$ cat src/rtl/interrupt_controller.sv
// interrupt_controller
//
// Collects edge-triggered interrupt requests. It latches them as pending events and
// presents one qualified request (OnInt) to the microcode interrupt dispatch. The
// microcode answers with a handshake on IntAck, then DrData, then LdEnInt.
//
// On acknowledge, the controller:
//   - selects the lowest-index pending, unmasked source;
//   - clears that source's pending bit;
//   - disables further interrupts;
//   - latches the source's vector word (VEC_BASE + index) for the datapath bus.
//
// An acknowledge with nothing qualified latches the spurious vector VEC_BASE + NUM_SRC.
//
// Ports:
//   clk       system clock, rising edge
//   rst       synchronous active-low reset
//   irq       request lines, rising-edge sensitive
//   LdMask    load mask register from DataIn[NUM_SRC-1:0] (1 = source enabled)
//   DataIn    datapath bus value
//   LdEnInt   load interrupt-enable flag from EnIntVal
//   EnIntVal  enable value (1 = EI/RETI, 0 = DI)
//   IntAck    acknowledge strobe
//   DrData    request to drive the vector onto the bus
//   OnInt     registered qualified interrupt request
//   DataOut   latched vector, valid while DataOE = 1
//   DataOE    bus drive enable (combinational from DrData while serving)
//   EnInt     current enable flag
//   Pending   pending register
module interrupt_controller #(
    parameter int unsigned      NUM_SRC  = 4,
    parameter int unsigned      DATA_W   = 32,
    parameter logic [DATA_W-1:0] VEC_BASE = 'h0000_0100
) (
    input  logic               clk,
    input  logic               rst,
    input  logic [NUM_SRC-1:0] irq,
    input  logic               LdMask,
    input  logic [DATA_W-1:0]  DataIn,
    input  logic               LdEnInt,
    input  logic               EnIntVal,
    input  logic               IntAck,
    input  logic               DrData,
    output logic               OnInt,
    output logic [DATA_W-1:0]  DataOut,
    output logic               DataOE,
    output logic               EnInt,
    output logic [NUM_SRC-1:0] Pending
);

    localparam int unsigned SelW = (NUM_SRC > 1) ? $clog2(NUM_SRC) : 1;

    typedef enum logic {
        StIdle,
        StServe
    } state_e;

    state_e              state_q, state_d;
    logic [NUM_SRC-1:0]  irq_q;
    logic [NUM_SRC-1:0]  pending_q, pending_d;
    logic [NUM_SRC-1:0]  mask_q, mask_d;
    logic [DATA_W-1:0]   vec_q, vec_d;
    logic                en_q, en_d;
    logic                onint_q, onint_d;

    logic [NUM_SRC-1:0]  rise;
    logic [NUM_SRC-1:0]  req;
    logic                qual;
    logic [SelW-1:0]     sel;
    logic [NUM_SRC-1:0]  clr_mask;

    assign rise = irq & ~irq_q;
    assign req  = pending_q & mask_q;
    assign qual = |req;

    // Lowest index wins: scan downwards so the last hit is the lowest set bit.
    always_comb begin
        sel = '0;
        for (int i = int'(NUM_SRC) - 1; i >= 0; i--) begin
            if (req[i]) begin
                sel = SelW'(i);
            end
        end
    end

    // Bits of DataIn above the mask width are not used by this block.
    if (DATA_W > NUM_SRC) begin : gen_unused
        logic unused_data_hi;
        assign unused_data_hi = ^DataIn[DATA_W-1:NUM_SRC];
    end

    always_comb begin
        state_d  = state_q;
        en_d     = en_q;
        vec_d    = vec_q;
        onint_d  = 1'b0;
        clr_mask = '0;
        mask_d   = LdMask ? DataIn[NUM_SRC-1:0] : mask_q;

        unique case (state_q)
            StIdle: begin
                onint_d = en_q & qual;
                if (IntAck) begin
                    // Acknowledge takes priority over a simultaneous LdEnInt.
                    if (qual) begin
                        vec_d    = VEC_BASE + DATA_W'(sel);
                        clr_mask = NUM_SRC'(1) << sel;
                    end else begin
                        vec_d = VEC_BASE + DATA_W'(NUM_SRC);
                    end
                    en_d    = 1'b0;
                    state_d = StServe;
                end else if (LdEnInt) begin
                    en_d = EnIntVal;
                end
            end
            StServe: begin
                // IntAck is ignored here. Only an EI/RETI load ends service.
                if (LdEnInt && EnIntVal) begin
                    en_d    = 1'b1;
                    state_d = StIdle;
                end
            end
            default: state_d = StIdle;
        endcase

        // A new rise on the source being cleared survives the clear.
        pending_d = (pending_q & ~clr_mask) | rise;
    end

    always_ff @(posedge clk) begin
        if (!rst) begin
            state_q   <= StIdle;
            irq_q     <= '0;
            pending_q <= '0;
            mask_q    <= '0;
            vec_q     <= '0;
            en_q      <= 1'b0;
            onint_q   <= 1'b0;
        end else begin
            state_q   <= state_d;
            irq_q     <= irq;
            pending_q <= pending_d;
            mask_q    <= mask_d;
            vec_q     <= vec_d;
            en_q      <= en_d;
            onint_q   <= onint_d;
        end
    end

    assign OnInt   = onint_q;
    assign EnInt   = en_q;
    assign Pending = pending_q;
    assign DataOut = vec_q;
    assign DataOE  = (state_q == StServe) & DrData;

endmodule

$ cat config.mk
export PLATFORM = sky130hd
export DESIGN_NAME = interrupt_controller
export DESIGN_NICKNAME = d
export VERILOG_FILES = /design/src/rtl/interrupt_controller.sv
export SDC_FILE = /design/constraint.sdc
export NUM_CORES = 1
export LEC_CHECK = 0
export CAP_MARGIN = 10
export CELL_PAD_IN_SITES_DETAIL_PLACEMENT = 1
export CELL_PAD_IN_SITES_GLOBAL_PLACEMENT = 1
export CORE_UTILIZATION = 21
export DETAILED_ROUTE_END_ITERATION = 6
export GPL_TIMING_DRIVEN = 0
export PLACE_DENSITY_LB_ADDON = 0.05
export SYNTH_ARGS = -nofsm -noshare
export SYNTH_HDL_FRONTEND = slang
export SYNTH_SLANG_ARGS = --single-unit
$ cat constraint.sdc
create_clock -name clk -period 1.63 [get_ports clk]
set_clock_uncertainty 0.15 [all_clocks]
set_input_delay 0.163 -clock clk [delete_from_list [all_inputs] [get_ports clk]]
set_output_delay 0.163 -clock clk [all_outputs]
set_load 0.005 [all_outputs]
After elaboration in Yosys (flattened, before gate mapping)
Index checks and enable logic that the tools add are counted.
Operators by class
  $add $sub $neg: 1
  reduce and logical (&&, ||, !) cells: 5
  shift-type cells: 1
  bitwise gates (word level): 10
  equal/unequal tests: 2
  mux-type cells: 15
Operators by type and width (count)
  AND 4 bit: 3
  2-to-1 mux 4 bit: 3
  adder 9 x 2 -> 10 bit, first input constant: 1
  2-to-1 mux 10 bit: 1
  2-to-1 mux 2 bit: 4
  inverter 4 bit: 2
  2-to-1 mux 1 bit: 5
  OR 4 bit: 1
  case mux 1 bit (2 select lines): 2
  AND reduction 2 bit: 2
  OR reduction 4 bit: 1
  left shift 1 x 2 -> 4 bit, first input constant: 1
  inequality test 3 bit, second input constant: 1
  AND 1 bit: 2
  inequality test 2 x 1 -> 1 bit, second input constant: 1
  inverter 1 bit: 2
  OR reduction 2 bit: 1
  logical AND 1 bit: 1
Word-level totals
  register bits: 47
  bits of input ports: 43
  logic and storage cells: 41

Longest topological paths before layout
Gate-level depths: netlist (run 1).
  depth after elaboration: 12
  mapped depth: 4
  gate-level depth less buffers: 3

Least setup slack after synthesis (run 1)
OpenSTA, ideal clock, no wires.
  path type: reg-to-reg
  start: register pending_q[3] (netlist: Pending[3])
  end: register onint_q (netlist: OnInt)
  stages on the path, launching flop included: 4
  slack: 0.460 ns
  path buffers: 0
  data required time: 1.362 ns
  arrival: 0.901 ns
  period minus slack after synthesis: 1.170 ns
  cells stage by stage: dfxtp_1 a22oi_1 nand3_1 and4b_2
Between the ends
  cells in the longest elaborated chain, start to end: 3
RTL lines
  start, declared: line 60  | logic [NUM_SRC-1:0] pending_q, pending_d;
  start signal, assigned: line 143  | pending_q <= pending_d;
  AND 4 bit: line 73  | assign req = pending_q & mask_q;
  OR reduction 4 bit: line 74  | assign qual = |req;
  AND 1 bit: line 102  | onint_d = en_q & qual;
  end signal, assigned: line 147  | onint_q <= onint_d;
  end, declared: line 64  | logic onint_q, onint_d;
Every way passes these cells.
A chain may end at the register's enable or synchronous reset.

Worst setup path after layout (run 1)
  start: register state_q
  end: output DataOE
Between the ends
  cells in the longest elaborated chain, start to end: 1
RTL lines
  start, declared: line 58  | state_e state_q, state_d;
  start signal, assigned: line 133  | state_q <= StIdle;
  start signal, assigned: line 141  | state_q <= state_d;
  AND 1 bit: line 155  | assign DataOE = (state_q == StServe) & DrData;
  end, declared: line 46  | output logic DataOE,
Every way passes these cells.

==> impl_metrics.tcl, run 1 <==
set metrics [dict create \
    status "finished clean" \
    place_inst 210 \
    cp.required_ns 1.32 \
    hold_depth 3 \
    fin_ws_ns 0.0751 \
    cts_root_buf "clkbuf_8" \
    fill_cells 524 \
    met2_length_mm 1.05 \
    critPathCapture "DataOE" \
    yosysSeqAreaShare_pct 39.8 \
    viasPerCell 3.74 \
    vdd_drop_max_mv 0.249 \
    period_share_pct 95.4 \
    crit_arrival_ns 1.24 \
    crit_fanout 5 \
    start_util_pct 22.0 \
    grt_usage_pct 9.55 \
    cts_tree "done" \
    clkSinkCount 19 \
    p_int_mw 0.813 \
    core_um2 4350 \
    hold_start "LdMask" \
    synth_ff_type "dfxtp_1" \
    regToRegSetupSlack_ns 0.33 \
    start_kind "flop" \
    cp-startpoint "state_q" \
    r2r_cells 3 \
    cts_inserted_buffers 3 \
    clkPwrFrac_pct 30.0 \
    multiInputGateArea_um2 428 \
    syn2layout_area_growth_pct 47.4 \
    rows 24 \
    routedWlPerCell_um 10.3 \
    design_area_um2 1410 \
    netSwitchingPower_mw 0.263 \
    die_h_um 69.5 \
    synth-edff-count 0 \
    ant_nets 0 \
    hold_class "input port to flop" \
    p_per_area_nw_per_um2 764 \
    synthTopCellsByArea "dfxtp_1 (40%), buf_4 (22%), mux2i_1 (4.2%)" \
    drc 0 \
    swShare_pct 24.4 \
    sequentialPowerShare_pct 48.7 \
    layout_common_cells "buf_4 (28), conb_1 (28), clkdlybuf4s50_1 (24), dfxtp_1 (18), nand2_1 (9)" \
    first_iter_violations 24 \
    area.sequential_um2 382 \
    synthArstFlopShare_pct 0 \
    cp-end-kind "primary output" \
    finalHoldViolCount 0 \
    place_ws_ns 0.0310 \
    io_pins 82 \
    finalPower_mw 1.08 \
    report.final.slew_viol_count 0 \
    avgSynthCellArea_um2 8.93 \
    finalSetupTns_ns 0 \
    critPathKind "flop to primary output" \
    dp_hpwl_mm 1.77 \
    setup_viol_count_final 0 \
    drive_gt1_share_pct 24.7 \
    synth_seq_cells 19 \
    stdcell_count 214 \
    grt_pass1_wl_mm 3.65 \
    cp_slowest_cell "clkdlybuf4s50_1" \
    io_buffer_count 24 \
    die_x_um 69.5 \
    rsz0062_at_grt "no" \
    cts_buffer_depth 2 \
    antenna_found_initial 0 \
    num_vias 801 \
    diodes 0 \
    routed_wl_mm 2.21 \
    ys_warn_count 0 \
    firstDrtPassIters 4 \
    htreeDepth 1 \
    yosysTopAreaCellShare_pct 39.8 \
    drv_cap 0 \
    clock_latency_ns 0.25 \
    hold_slack_ns 0.171 \
    fin_util_pct 32.4 \
    max_stage_delay_ns 0.48 \
    die_area_um2 4830 \
    p_leak_nw 0.666 \
    route.met3.wl_um 179 \
    synth_top_cell_by_area "dfxtp_1" \
    synthesis.area_um2 956 \
    rr_startpoint "Pending[3]" \
    fin_crit_ns 1.55 \
    wl_met1_um 967 \
    power.share.combinational_pct 21.3 \
    overflow 0 \
    synthCells 107 \
    gp_congestion 0.789 \
    grt_max_degree 11 \
    fmax_mhz 643 \
    clk_pin_slew_worst_paths_ns 0.07 \
    dr.max_layer_used "met4" \
    place_area_um2 1360 \
    nets 206 \
    ys_types 31 \
    path_cells "and2_2 -> clkdlybuf4s50_1" \
    r2r_end "OnInt" \
    grt_pass1_vias 779 \
]
[cell families after synthesis]
family	synth area share [%]
buffers and inverters	26.0
and+or+nand+nor	17.0
DFF	39.8
AOI/OAI and AO/OA	12.6
muxes	4.19
other	0.392
[synth_stat cells, drive strengths merged (3+ instances only)]
library cell,number
nor2,7
a21oi,4
buf,30
a31oi,3
dfxtp,19
nand2,9
and2,5
mux2i,4
inv,4
nand3,3
[power groups by stage]
stage	Clock, mW	Sequential (mW)	Combinational (mW)
final	0.323	0.524	0.229
after global routing	0.365	0.529	0.254
after detailed placement	0	0.533	0.228
after floorplan	0	0.528	0.138
after CTS	0.343	0.523	0.229
after global placement	0	0.533	0.224
[critical path, delay by kind of cell (launching register included)]
family,cells,cell delay (ns)
buf+inv,1,0.48
flops,1,0.37
simple gates,1,0.14
[worst min path at each step]
stage / endpoint
after floorplan: irq_q[0]
after global placement: Pending[3]
after detailed placement: Pending[3]
after CTS: mask_q[1]
after global routing: mask_q[3]
final: mask_q[3]
[registers in the layout, summed over array words and instances, names as in the netlist]
signal and flops:
DataOut 4, EnInt 1, OnInt 1, Pending 4
irq_q 4, mask_q 4, state_q 1
[area by class of cell]
cell class              instances  share of cell area (%)
flip-flops and latches         19                    27.1
well taps                      52                    4.62
multi-input cells              79                    30.4
plain buffers                  31                    16.3
repair buffers                 24                    17.1
clock buffers                   4                    3.20
inverters                       5                    1.33
[metal layers]
| layer | global-route usage (%) | up-vias |
|---|---|---|
| li1 | - | 407 |
| met1 | 10.9 | 360 |
| met2 | 16.5 | 32 |
| met3 | 3.63 | 2 |
| met4 | 2.72 | 0 |
| met5 | 0 | - |
[what timing repair did]
item | CTS | global route
gates resized for setup | 0 | 1
endpoints found under the setup margin | 0 | 1
buffers inserted | 0 | 0
hold buffers | 0 | 0
Power figures use the tool's default switching activity.
==> run 2, diff against run 1 <==
Settings changed: CORE_ASPECT_RATIO set to 1.1.
==> run 2 against run 1 <==
Net effect: flip-flop and latch count stayed put; utilization rose by 0.10 points; combinational power barely moved; setup slack improved by 0.0067 ns; critical path type unchanged; critical endpoint unchanged.
==> impl_metrics.tcl, run 2 (synthesis gave the netlist of run 1 again) <==
set metrics [dict create \
    status "finished clean" \
    ant_nets 0 \
    p_leak_nw 0.666 \
    clk_pin_slew_worst_paths_ns 0.07 \
    regToRegSetupSlack_ns 0.31 \
    hold_class "input port to flop" \
    grt_usage_pct 9.38 \
    design_area_um2 1410 \
    num_vias 802 \
    report.final.slew_viol_count 0 \
    dp_hpwl_mm 1.68 \
    drive_gt1_share_pct 24.7 \
    p_per_area_nw_per_um2 758 \
    max_stage_delay_ns 0.49 \
    htreeDepth 1 \
    cts_hold_buf 0 \
    viasPerCell 3.71 \
    io_pins 82 \
    met2_length_mm 1.05 \
    die_x_um 66.3 \
    drc 0 \
    clock_latency_ns 0.25 \
    diodes 0 \
    cts_buffer_depth 2 \
    dr.max_layer_used "met4" \
    overflow 0 \
    cp-end-kind "primary output" \
    die_h_um 72.8 \
    fin_crit_ns 1.55 \
    critPathKind "flop to primary output" \
    finalHoldViolCount 0 \
    postCtsSetupRepairBufs 0 \
    firstDrtPassIters 3 \
    cts_tree "done" \
    crit_fanout 5 \
    routed_wl_mm 2.11 \
    cp.buffers_inverters 1 \
    gp_congestion 0.736 \
    grt_pass1_wl_mm 3.35 \
    first_iter_violations 14 \
    antenna_found_initial 0 \
    cts.repair.resized 0 \
    start_kind "flop" \
    grt_pass1_vias 717 \
    start_util_pct 22.0 \
    route.met3.wl_um 125 \
    cts_root_buf "clkbuf_8" \
    place_ws_ns 0.0351 \
    cp.required_ns 1.32 \
    die_area_um2 4830 \
    finalSetupTns_ns 0 \
    cp_slowest_cell "clkdlybuf4s50_1" \
    period_share_pct 95.0 \
    rsz0062_at_grt "no" \
    layout_common_cells "buf_4 (28), conb_1 (28), clkdlybuf4s50_1 (24), dfxtp_1 (18), nand2_1 (9)" \
    routedWlPerCell_um 9.76 \
    clkSinkCount 19 \
    cts_inserted_buffers 3 \
    rows 25 \
    critical-path-top-delay-family "buffers and inverters" \
    place_area_um2 1370 \
    nets 206 \
    fill_cells 529 \
    vdd_drop_max_mv 0.226 \
    crit_arrival_ns 1.24 \
    setup_viol_count_final 0 \
    core_um2 4350 \
    io_buffer_count 24 \
    syn2layout_area_growth_pct 47.6 \
    drv_cap 0 \
    grt_max_degree 11 \
    fin_ws_ns 0.0818 \
    wl_met1_um 900 \
    path_cells "and2_2 -> clkdlybuf4s50_1" \
    fmax_mhz 646 \
]
## run 2: cell counts in the layout (fill, tap and decap cells not counted)
Identical to the previous run, type by type.
## run 2: power breakdown
group,internal (mW),switching (mW)
Clock,0.173,0.144
Sequential,0.497,0.0254
Combinational,0.143,0.0866
Total,0.813,0.256
## run 2: path summary, 6_finish.rpt
path | from | to | cells after the start
worst max-delay path | state_q | DataOE | 2
worst min-delay path | LdMask | mask_q[0] | 3
worst max register to register | Pending[3] | OnInt | 3
worst min register to register | irq_q[2] | Pending[2] | 2
## run 2: layer usage
layer  vias to the layer above  track usage [%]
li1                        409                -
met1                       362             11.1
met2                        29             15.5
met3                         2             2.34
met4                         0             4.96
met5                         -                0
## run 2: worst min-delay path: cells and delay by family
kind                   cells  cell delay [ns]
buffers and inverters      1             0.15
multiplexers               1             0.15
AND/OR/NAND/NOR            1             0.07
## run 2: stage by stage
step                      hold slack (ns)  power (mW)  util (%)  cells
after floorplan                     0.135       0.666         -    134
after global placement              0.306       0.758      31.4    212
after detailed placement            0.312       0.761      31.4    212
after CTS                           0.165        1.09      32.4    216
after global routing                0.183        1.14      32.5    216
final                               0.168        1.07      32.5    216
## run 2: final cells by class
type                       count  area (um2)  share of cell area (%)
multi-input combinational     79         428                    30.3
sequential                    19         382                    27.0
timing repair buffer          24         240                    17.0
buffer                        31         230                    16.3
tap                           54        67.6                    4.79
clock buffer                   4        45.0                    3.19
inverter                       5        18.8                    1.33
